## config.mk

```make
export PLATFORM = sky130hd
export DESIGN_NAME = alu_operand_server_flat
export DESIGN_NICKNAME = d
export VERILOG_FILES = /design/src/rtl/alu_operand_server_if.sv /design/src/rtl/alu_operand_server.sv /design/src/flat_wrapper.sv
export SDC_FILE = /design/constraint.sdc
export NUM_CORES = 1
export LEC_CHECK = 0
export CORE_ASPECT_RATIO = 1.25
export CORE_MARGIN = 4
export CORE_UTILIZATION = 38
export CTS_BUF_LIST = sky130_fd_sc_hd__clkbuf_8 sky130_fd_sc_hd__clkbuf_16
export DETAILED_ROUTE_END_ITERATION = 10
export PLACE_DENSITY = 0.64
export SLEW_MARGIN = 20
export SYNTH_ARGS = -nofsm -noshare
export SYNTH_HDL_FRONTEND = slang
export SYNTH_SLANG_ARGS = --single-unit
```

## constraint.sdc

```tcl
create_clock -name clk -period 4.83 [get_ports clk]
set_input_delay 0.966 -clock clk [delete_from_list [all_inputs] [get_ports clk]]
set_output_delay 0.966 -clock clk [all_outputs]
set_load 0.02 [all_outputs]
```

## src/rtl/alu_operand_server_if.sv

```systemverilog
// Issue-side request, ALU operand/result channel, external fill and status between the operand server and its peers.
// The server uses the slave modport; the issue unit / ALU side uses master.
interface alu_operand_server_if #(
  parameter int DATA_WIDTH = 16,
  parameter int ADDR_WIDTH = 4
);
  logic                  req_valid_i;
  logic                  req_ready_o;
  logic [ADDR_WIDTH-1:0] req_op0_addr_i;
  logic [ADDR_WIDTH-1:0] req_op1_addr_i;
  logic [ADDR_WIDTH-1:0] req_opd_addr_i;
  logic [DATA_WIDTH-1:0] op0_data_o;
  logic [DATA_WIDTH-1:0] op1_data_o;
  logic                  op0_valid_o;
  logic                  op1_valid_o;
  logic [ADDR_WIDTH-1:0] opd_addr_o;
  logic                  opd_store_success_o;
  logic                  opd_valid_i;
  logic [ADDR_WIDTH-1:0] opd_addr_i;
  logic [DATA_WIDTH-1:0] opd_data_i;
  logic                  fill_valid_i;
  logic [ADDR_WIDTH-1:0] fill_addr_i;
  logic [DATA_WIDTH-1:0] fill_data_i;
  logic                  flush_i;
  logic                  instr_done_o;
  logic                  err_o;

  modport slave (
    input  req_valid_i, req_op0_addr_i, req_op1_addr_i, req_opd_addr_i,
    input  opd_valid_i, opd_addr_i, opd_data_i,
    input  fill_valid_i, fill_addr_i, fill_data_i, flush_i,
    output req_ready_o, op0_data_o, op1_data_o, op0_valid_o, op1_valid_o,
    output opd_addr_o, opd_store_success_o, instr_done_o, err_o
  );

  modport master (
    output req_valid_i, req_op0_addr_i, req_op1_addr_i, req_opd_addr_i,
    output opd_valid_i, opd_addr_i, opd_data_i,
    output fill_valid_i, fill_addr_i, fill_data_i, flush_i,
    input  req_ready_o, op0_data_o, op1_data_o, op0_valid_o, op1_valid_o,
    input  opd_addr_o, opd_store_success_o, instr_done_o, err_o
  );
endinterface

```

## src/rtl/alu_operand_server.sv

```systemverilog
// Operand cache + IDLE/EXEC/DONE sequencer feeding the ALU; result lands one cycle after a matching opd_valid_i.
// One instruction in flight: req_ready_o is low for the whole EXEC state, which waits indefinitely for the ALU.
module alu_operand_server #(
  parameter int DATA_WIDTH = 16,
  parameter int ADDR_WIDTH = 4
) (
  input  logic                clk,
  input  logic                reset_n,
  alu_operand_server_if.slave bus
);
  localparam int DEPTH = 1 << ADDR_WIDTH;

  typedef enum logic [1:0] {IDLE, EXEC, DONE} state_t;

  state_t                state_q;
  logic [ADDR_WIDTH-1:0] op0_addr_q;
  logic [ADDR_WIDTH-1:0] op1_addr_q;
  logic [ADDR_WIDTH-1:0] opd_addr_q;
  logic [DATA_WIDTH-1:0] mem_q [DEPTH];
  logic [DEPTH-1:0]      vld_q;
  logic                  ready_q;
  logic                  succ_q;
  logic                  done_q;
  logic                  err_q;

  logic wb_hit;
  logic wb_miss;

  assign wb_hit  = (state_q == EXEC) && bus.opd_valid_i && (bus.opd_addr_i == opd_addr_q);
  assign wb_miss = (state_q == EXEC) && bus.opd_valid_i && (bus.opd_addr_i != opd_addr_q);

  // Writeback is assigned after the fill so it wins on an address collision.
  always_ff @(posedge clk or negedge reset_n) begin
    if (!reset_n) begin
      for (int i = 0; i < DEPTH; i++) mem_q[i] <= '0;
      vld_q <= '0;
    end else if (bus.flush_i) begin
      vld_q <= '0;
    end else begin
      if (bus.fill_valid_i) begin
        mem_q[bus.fill_addr_i] <= bus.fill_data_i;
        vld_q[bus.fill_addr_i] <= 1'b1;
      end
      if (wb_hit) begin
        mem_q[opd_addr_q] <= bus.opd_data_i;
        vld_q[opd_addr_q] <= 1'b1;
      end
    end
  end

  always_ff @(posedge clk or negedge reset_n) begin
    if (!reset_n) begin
      state_q    <= IDLE;
      op0_addr_q <= '0;
      op1_addr_q <= '0;
      opd_addr_q <= '0;
      ready_q    <= 1'b1;
      succ_q     <= 1'b0;
      done_q     <= 1'b0;
      err_q      <= 1'b0;
    end else begin
      succ_q <= 1'b0;
      done_q <= 1'b0;
      if (bus.flush_i) begin
        state_q <= IDLE;
        ready_q <= 1'b1;
        err_q   <= 1'b0;
      end else begin
        case (state_q)
          IDLE, DONE: begin
            if (bus.req_valid_i) begin
              op0_addr_q <= bus.req_op0_addr_i;
              op1_addr_q <= bus.req_op1_addr_i;
              opd_addr_q <= bus.req_opd_addr_i;
              state_q    <= EXEC;
              ready_q    <= 1'b0;
            end else begin
              state_q <= IDLE;
              ready_q <= 1'b1;
            end
          end
          EXEC: begin
            if (wb_hit) begin
              state_q <= DONE;
              ready_q <= 1'b1;
              succ_q  <= 1'b1;
              done_q  <= 1'b1;
            end else if (wb_miss) begin
              err_q <= 1'b1;
            end
          end
          default: begin
            state_q <= IDLE;
            ready_q <= 1'b1;
          end
        endcase
      end
    end
  end

  assign bus.req_ready_o         = ready_q;
  assign bus.op0_data_o          = mem_q[op0_addr_q];
  assign bus.op1_data_o          = mem_q[op1_addr_q];
  assign bus.op0_valid_o         = vld_q[op0_addr_q];
  assign bus.op1_valid_o         = vld_q[op1_addr_q];
  assign bus.opd_addr_o          = opd_addr_q;
  assign bus.opd_store_success_o = succ_q;
  assign bus.instr_done_o        = done_q;
  assign bus.err_o               = err_q;
endmodule

```

## src/flat_wrapper.sv

```systemverilog
// flat-port wrapper written by rule: the top's interface ports become plain ports
module alu_operand_server_flat 
#(
  parameter int DATA_WIDTH = 16,
  parameter int ADDR_WIDTH = 4
)
  (clk, reset_n, bus_req_valid_i, bus_req_op0_addr_i, bus_req_op1_addr_i, bus_req_opd_addr_i, bus_opd_valid_i, bus_opd_addr_i, bus_opd_data_i, bus_fill_valid_i, bus_fill_addr_i, bus_fill_data_i, bus_flush_i, bus_req_ready_o, bus_op0_data_o, bus_op1_data_o, bus_op0_valid_o, bus_op1_valid_o, bus_opd_addr_o, bus_opd_store_success_o, bus_instr_done_o, bus_err_o);
  alu_operand_server_if #(.DATA_WIDTH(DATA_WIDTH), .ADDR_WIDTH(ADDR_WIDTH)) bus_i ();
  input  logic clk;
  input  logic reset_n;
  input wire logic [$bits(bus_i.req_valid_i)-1:0] bus_req_valid_i;
  input wire logic [$bits(bus_i.req_op0_addr_i)-1:0] bus_req_op0_addr_i;
  input wire logic [$bits(bus_i.req_op1_addr_i)-1:0] bus_req_op1_addr_i;
  input wire logic [$bits(bus_i.req_opd_addr_i)-1:0] bus_req_opd_addr_i;
  input wire logic [$bits(bus_i.opd_valid_i)-1:0] bus_opd_valid_i;
  input wire logic [$bits(bus_i.opd_addr_i)-1:0] bus_opd_addr_i;
  input wire logic [$bits(bus_i.opd_data_i)-1:0] bus_opd_data_i;
  input wire logic [$bits(bus_i.fill_valid_i)-1:0] bus_fill_valid_i;
  input wire logic [$bits(bus_i.fill_addr_i)-1:0] bus_fill_addr_i;
  input wire logic [$bits(bus_i.fill_data_i)-1:0] bus_fill_data_i;
  input wire logic [$bits(bus_i.flush_i)-1:0] bus_flush_i;
  output wire logic [$bits(bus_i.req_ready_o)-1:0] bus_req_ready_o;
  output wire logic [$bits(bus_i.op0_data_o)-1:0] bus_op0_data_o;
  output wire logic [$bits(bus_i.op1_data_o)-1:0] bus_op1_data_o;
  output wire logic [$bits(bus_i.op0_valid_o)-1:0] bus_op0_valid_o;
  output wire logic [$bits(bus_i.op1_valid_o)-1:0] bus_op1_valid_o;
  output wire logic [$bits(bus_i.opd_addr_o)-1:0] bus_opd_addr_o;
  output wire logic [$bits(bus_i.opd_store_success_o)-1:0] bus_opd_store_success_o;
  output wire logic [$bits(bus_i.instr_done_o)-1:0] bus_instr_done_o;
  output wire logic [$bits(bus_i.err_o)-1:0] bus_err_o;
  assign bus_i.req_valid_i = bus_req_valid_i;
  assign bus_i.req_op0_addr_i = bus_req_op0_addr_i;
  assign bus_i.req_op1_addr_i = bus_req_op1_addr_i;
  assign bus_i.req_opd_addr_i = bus_req_opd_addr_i;
  assign bus_i.opd_valid_i = bus_opd_valid_i;
  assign bus_i.opd_addr_i = bus_opd_addr_i;
  assign bus_i.opd_data_i = bus_opd_data_i;
  assign bus_i.fill_valid_i = bus_fill_valid_i;
  assign bus_i.fill_addr_i = bus_fill_addr_i;
  assign bus_i.fill_data_i = bus_fill_data_i;
  assign bus_i.flush_i = bus_flush_i;
  assign bus_req_ready_o = bus_i.req_ready_o;
  assign bus_op0_data_o = bus_i.op0_data_o;
  assign bus_op1_data_o = bus_i.op1_data_o;
  assign bus_op0_valid_o = bus_i.op0_valid_o;
  assign bus_op1_valid_o = bus_i.op1_valid_o;
  assign bus_opd_addr_o = bus_i.opd_addr_o;
  assign bus_opd_store_success_o = bus_i.opd_store_success_o;
  assign bus_instr_done_o = bus_i.instr_done_o;
  assign bus_err_o = bus_i.err_o;
  alu_operand_server #(.DATA_WIDTH(DATA_WIDTH), .ADDR_WIDTH(ADDR_WIDTH)) u_core (.clk(clk), .reset_n(reset_n), .bus(bus_i));
endmodule
```

---- Yosys cells after proc, flatten, opt, wreduce, memory -nomap -nowiden ----
Index checks and enable logic that the tools add are counted.
storage, ports and cells
  register bits after elaboration ......... 289
  latch bits .............................. 0
  RAM bits ................................ 0
  ROM bits ................................ 0
  input port bits ......................... 58
  output and inout bits ................... 42
  word-level logic and storage cells ...... 104
  memories kept ........................... 0
cells by class
  add/sub/neg operators ................... 0
  multiply operators ...................... 0
  divide/modulo/power cells ............... 0
  order comparisons ....................... 12
  equality and inequality tests ........... 6
  shift operators ......................... 0
  mux-type cells .......................... 42
  bitwise logic cells ..................... 7
  reductions and logical operators ........ 13
operators by type and width
  operator                                                           count
  two-way mux 256 bit                                                3
  bitwise mux 256 bit                                                2
  two-way mux 16 bit                                                 10
  binary-select mux 16 bit (select 4 bit)                            2
  demux 16 bit (select 4 bit)                                        2
  OR 16 bit                                                          2
  greater-or-equal comparator 5 bit, second input constant           4
  < comparator 4 x 5 -> 1 bit, second input constant                 4
  NOT 4 -> 5 bit                                                     4
  two-way mux 1 bit                                                  15
  < comparator 5 x 1 -> 1 bit, second input constant                 2
  binary-select mux 1 bit (select 4 bit)                             2
  demux 1 bit (select 4 bit)                                         2
  greater-or-equal comparator 4 x 1 -> 1 bit, second input constant  2
  logical AND 1 bit                                                  7
  AND reduction 3 bit                                                2
  equality test 4 bit                                                1
  two-way mux 2 bit                                                  2
  inequality test 4 bit                                              1
  case mux 2 bit (2 select lines)                                    1
  nonzero test 2 bit                                                 2
  inequality test 3 x 2 -> 1 bit, second input constant              1
  equality test 2 x 1 -> 1 bit, second input constant                1
  equality test 2 bit, second input constant                         1
  other kinds (5)                                                    5

---- Depth between registers and ports, before layout ----
  depth after elaboration ................. 10
  gate-level depth with buffers ........... 8
  gate-level depth less buffers ........... 4

---- Least setup slack after synthesis ----
No wires, ideal clock.
  kind .................................... register -> output
  from .................................... reg u_core.op0_addr_q[0]
  to ...................................... out bus_op0_data_o[10]
  arrival time ............................ 2.127 ns
  required time ........................... 3.864 ns
  setup slack ............................. 1.737 ns
  stages on the path, launching flop included .. 6
  buffers on the path ..................... 3
  cell sequence ........................... dfrtp_1 -> clkbuf_1 -> buf_2 -> buf_2 -> mux4_2 -> mux4_2
between the ends
  cells in the longest elaborated chain, start to end .. 4
RTL lines
  what                                                    line                       RTL
  start: declaration                                      alu_operand_server.sv:16   logic [ADDR_WIDTH-1:0] op0_addr_q;
  start signal: assignment                                alu_operand_server.sv:72   op0_addr_q <= bus.req_op0_addr_i;
  NOT 4 -> 5 bit (implied by the code)                    alu_operand_server.sv:102  assign bus.op0_data_o = mem_q[op0_addr_q];
  binary-select mux 16 bit (select 4 bit)                 alu_operand_server.sv:102
  two-way mux 16 bit (implied by the code) (2 in series)  alu_operand_server.sv:102
  end: declaration                                        flat_wrapper.sv:23         output wire logic [$bits(bus_i.op0_data_o)-1:0] bus_op0_data_o;
Every way passes these cells. The select of a mux whose other input is x is not followed.

---- Worst setup path after layout ----
  from .................................... reg u_core.op1_addr_q[0]
  to ...................................... out bus_op1_data_o[13]
between the ends
  cells in the longest elaborated chain, start to end .. 4
RTL lines
  what                                                    line                       RTL
  start: declaration                                      alu_operand_server.sv:17   logic [ADDR_WIDTH-1:0] op1_addr_q;
  start signal: assignment                                alu_operand_server.sv:73   op1_addr_q <= bus.req_op1_addr_i;
  NOT 4 -> 5 bit (implied by the code)                    alu_operand_server.sv:103  assign bus.op1_data_o = mem_q[op1_addr_q];
  binary-select mux 16 bit (select 4 bit)                 alu_operand_server.sv:103
  two-way mux 16 bit (implied by the code) (2 in series)  alu_operand_server.sv:103
  end: declaration                                        flat_wrapper.sv:24         output wire logic [$bits(bus_i.op1_data_o)-1:0] bus_op1_data_o;
Every way passes these cells. The select of a mux whose other input is x is not followed.

==> impl_metrics.json <==
{
  "cp_max_fo": 30,
  "hold_viol_final": 0,
  "slowest_delay_ps": 860,
  "cts_resized": 0,
  "cap_violations": 0,
  "post_cts_buffers": 0,
  "netlist_area_um2": 20500,
  "mostFrequentLayoutCell": "o211ai_1",
  "period_share_pct": 92.7,
  "cts_sinks": 289,
  "synthArstFlopShare_pct": 100,
  "wl_um": 92800,
  "cp_common_cell": "mux4_2",
  "postPlaceCellArea_um2": 21900,
  "seq_area_frac_synth_pct": 35.3,
  "postLayoutCellArea_um2": 23100,
  "fin_nets": 1885,
  "pwr-share-comb_pct": 32.2,
  "row_count": 94,
  "drv_slew": 0,
  "r2r_start": "u_core.bus.opd_addr_o[2]",
  "cts_buffers": 37,
  "powerDensity_nw_per_um2": 373,
  "finalWeightedCongestion": 0.911,
  "start_util_pct": 38.6,
  "vias_per_cell": 7.84,
  "final_cell_mix": "384 x o211ai_1, 284 x dfrtp_1, 195 x nand3_1, 192 x a32oi_1, 170 x mux4_2",
  "fin_tns_setup_ps": 0,
  "status": "finished clean",
  "hold_ws_ps": 418,
  "crit_type": "reg2out",
  "intPower_mw": 5.55,
  "die_x_um": 216,
  "synthDistinctLibCells": 49,
  "clk_latency_ps": 570,
  "drc": 0,
  "num_io_pins": 100,
  "io_buffers": 99,
  "finalClockSkew_ps": 18.3,
  "syn_area_per_cell_um2": 10.7,
  "hpwl_um": 54500,
  "postLayoutSetupSlackWorst_ps": 351,
  "grt_usage_pct": 31.3,
  "ctsHoldBuffers": 0,
  "vias": 20200,
  "timing.fmax_mhz": 223,
  "core_area_um2": 53000,
  "dp_slack_ps": 930,
  "worstSetupStartpointType": "flop",
  "grt_overflow_total": 0,
  "p_seq_share_pct": 34.8,
  "drtIter0Drc": 3066,
  "clock_path_buffers": 3,
  "hp-class": "in2async",
  "wire_per_inst_um": 36.0,
  "clk_pin_slew_ps": 60,
  "relSlewSlack_pct": 14.0,
  "cp.arrival_ps": 3510,
  "switching_share_pct": 35.6,
  "fin_crit_ps": 4480,
  "grt_pass1_wl_um": 136000,
  "antenna_found_initial": 2,
  "p_leak_nw": 6.90,
  "drive_gt1_share_pct": 18.6,
  "final_antenna_net_count": 0,
  "worstMarginPinSlew_ps": 1290,
  "synth_edf_count": 0,
  "critPathLaunch": "u_core.op1_addr_q[0]",
  "required_ps": 3860,
  "rsz0062_at_grt": "no",
  "netlist_instances": 1922,
  "cts_tree": "yes",
  "htree_levels": 2,
  "switchingPower_mw": 3.07,
  "die-area_um2": 57700,
  "grt_max_degree": 142,
  "root_buffer": "clkbuf_16",
  "setup_violations": 0,
  "cp_slowest_cell": "dfrtp_4",
  "synthFlopType": "dfrtp_1",
  "yosys_warnings": 0,
  "ir_worst_vdd_mv": 0.256,
  "end_kind": "output pin",
  "drt_pre_antenna_iters": 10,
  "dieHeight_um": 268,
  "ys_ff_latch": 289,
  "clock_power_share_pct": 33.0,
  "grt_pass1_vias": 19500,
  "syn-num-nets": 1980,
  "path_cells": "buf_4 -> mux4_2 -> mux4_2 -> clkdlybuf4s50_1",
  "area_growth_pct": 12.9
}
metal layers:
metal / part of all wire [%] / up-vias / wire [um] / track usage [%]
met1: 35 / 10100 / 32300 / 39.1
met2: 42 / 1804 / 39400 / 45.5
met4: 8.7 / 6 / 8110 / 21.4
met5: 0.041 / - / 38 / 0
met3: 14 / 464 / 12900 / 11.0
li1: - / 7826 / - / -
sequential cells by signal, indices dropped and copies added, names as in the netlist:
name                            flops
u_core.bus.err_o                    1
u_core.op1_addr_q                   4
u_core.bus.opd_addr_o               4
u_core.bus.req_ready_o              1
u_core.op0_addr_q                   4
u_core.bus.opd_store_success_o      1
u_core.vld_q                       16
u_core.mem_q                      256
u_core.state_q                      2
synthesized netlist by cell type (25+ instances only):
master / n / share of area (%)
a221o_1: 64 / 3.1
a32oi_1: 192 / 8.2
buf_1: 25 / 0.46
buf_2: 55 / 1.3
clkbuf_1: 205 / 3.8
dfrtp_1: 288 / 35
mux4_2: 170 / 19
nand2b_1: 38 / 1.2
nand3_1: 198 / 4.8
nor2_1: 88 / 1.6
nor2b_1: 34 / 1.0
nor3_1: 71 / 1.7
o211ai_1: 384 / 14
through the flow:
stage	total power, mW	std cells	utilization [%]
after floorplan	4.64	1922	-
after global placement	5.68	2508	41.3
after detailed placement	5.74	2508	41.3
after CTS	8.56	2576	43.6
after global routing	8.83	2576	43.6
final	8.61	2577	43.6
critical path, delay by kind of cell, from the launching register on:
family / cells / cell delay, ps
buf+inv: 2 / 970
flops: 1 / 860
mux: 2 / 1090
power by group through the flow:
stage          sequential [mW]  clock (mW)  combinational (mW)
2_1_floorplan             2.76           0                1.88
6_report                  3.00        2.84                2.77
3_5_place_dp              3.02           0                2.73
3_3_place_gp              3.00           0                2.68
5_1_grt                   3.01        2.96                2.87
4_1_cts                   2.97        2.85                2.73
cell type report:
cell class	instances	area [um^2]
Clock buffer	48	1100
Clock inverter	20	126
Tap cell	720	901
Multi-Input combinational cell	1332	12100
Fill cell	4832	29900
Antenna cell	1	2.50
Sequential cell	289	7240
Timing Repair Buffer	164	1640
Inverter	3	11.3
final timing paths:
check / end / slack, ps / cells after the start
min in group clk: u_core.op0_addr_q[2] / 520 / 1
setup reg to reg: u_core.mem_q[209] / 1600 / 5
setup / recovery: bus_op1_data_o[13] / 350 / 4
max in group asynchronous: u_core.mem_q[72] / 3350 / 2
hold / removal: u_core.mem_q[130] / 420 / 1
hold reg to reg: u_core.op0_addr_q[2] / 520 / 1
cell families after synthesis:
kind of cell    synth area share [%]
buf+inv                         6.28
xor+xnor                       0.507
flops                           35.3
mux                             19.4
simple gates                    12.2
compound gates                  26.3
Power figures use the tool's default switching activity.
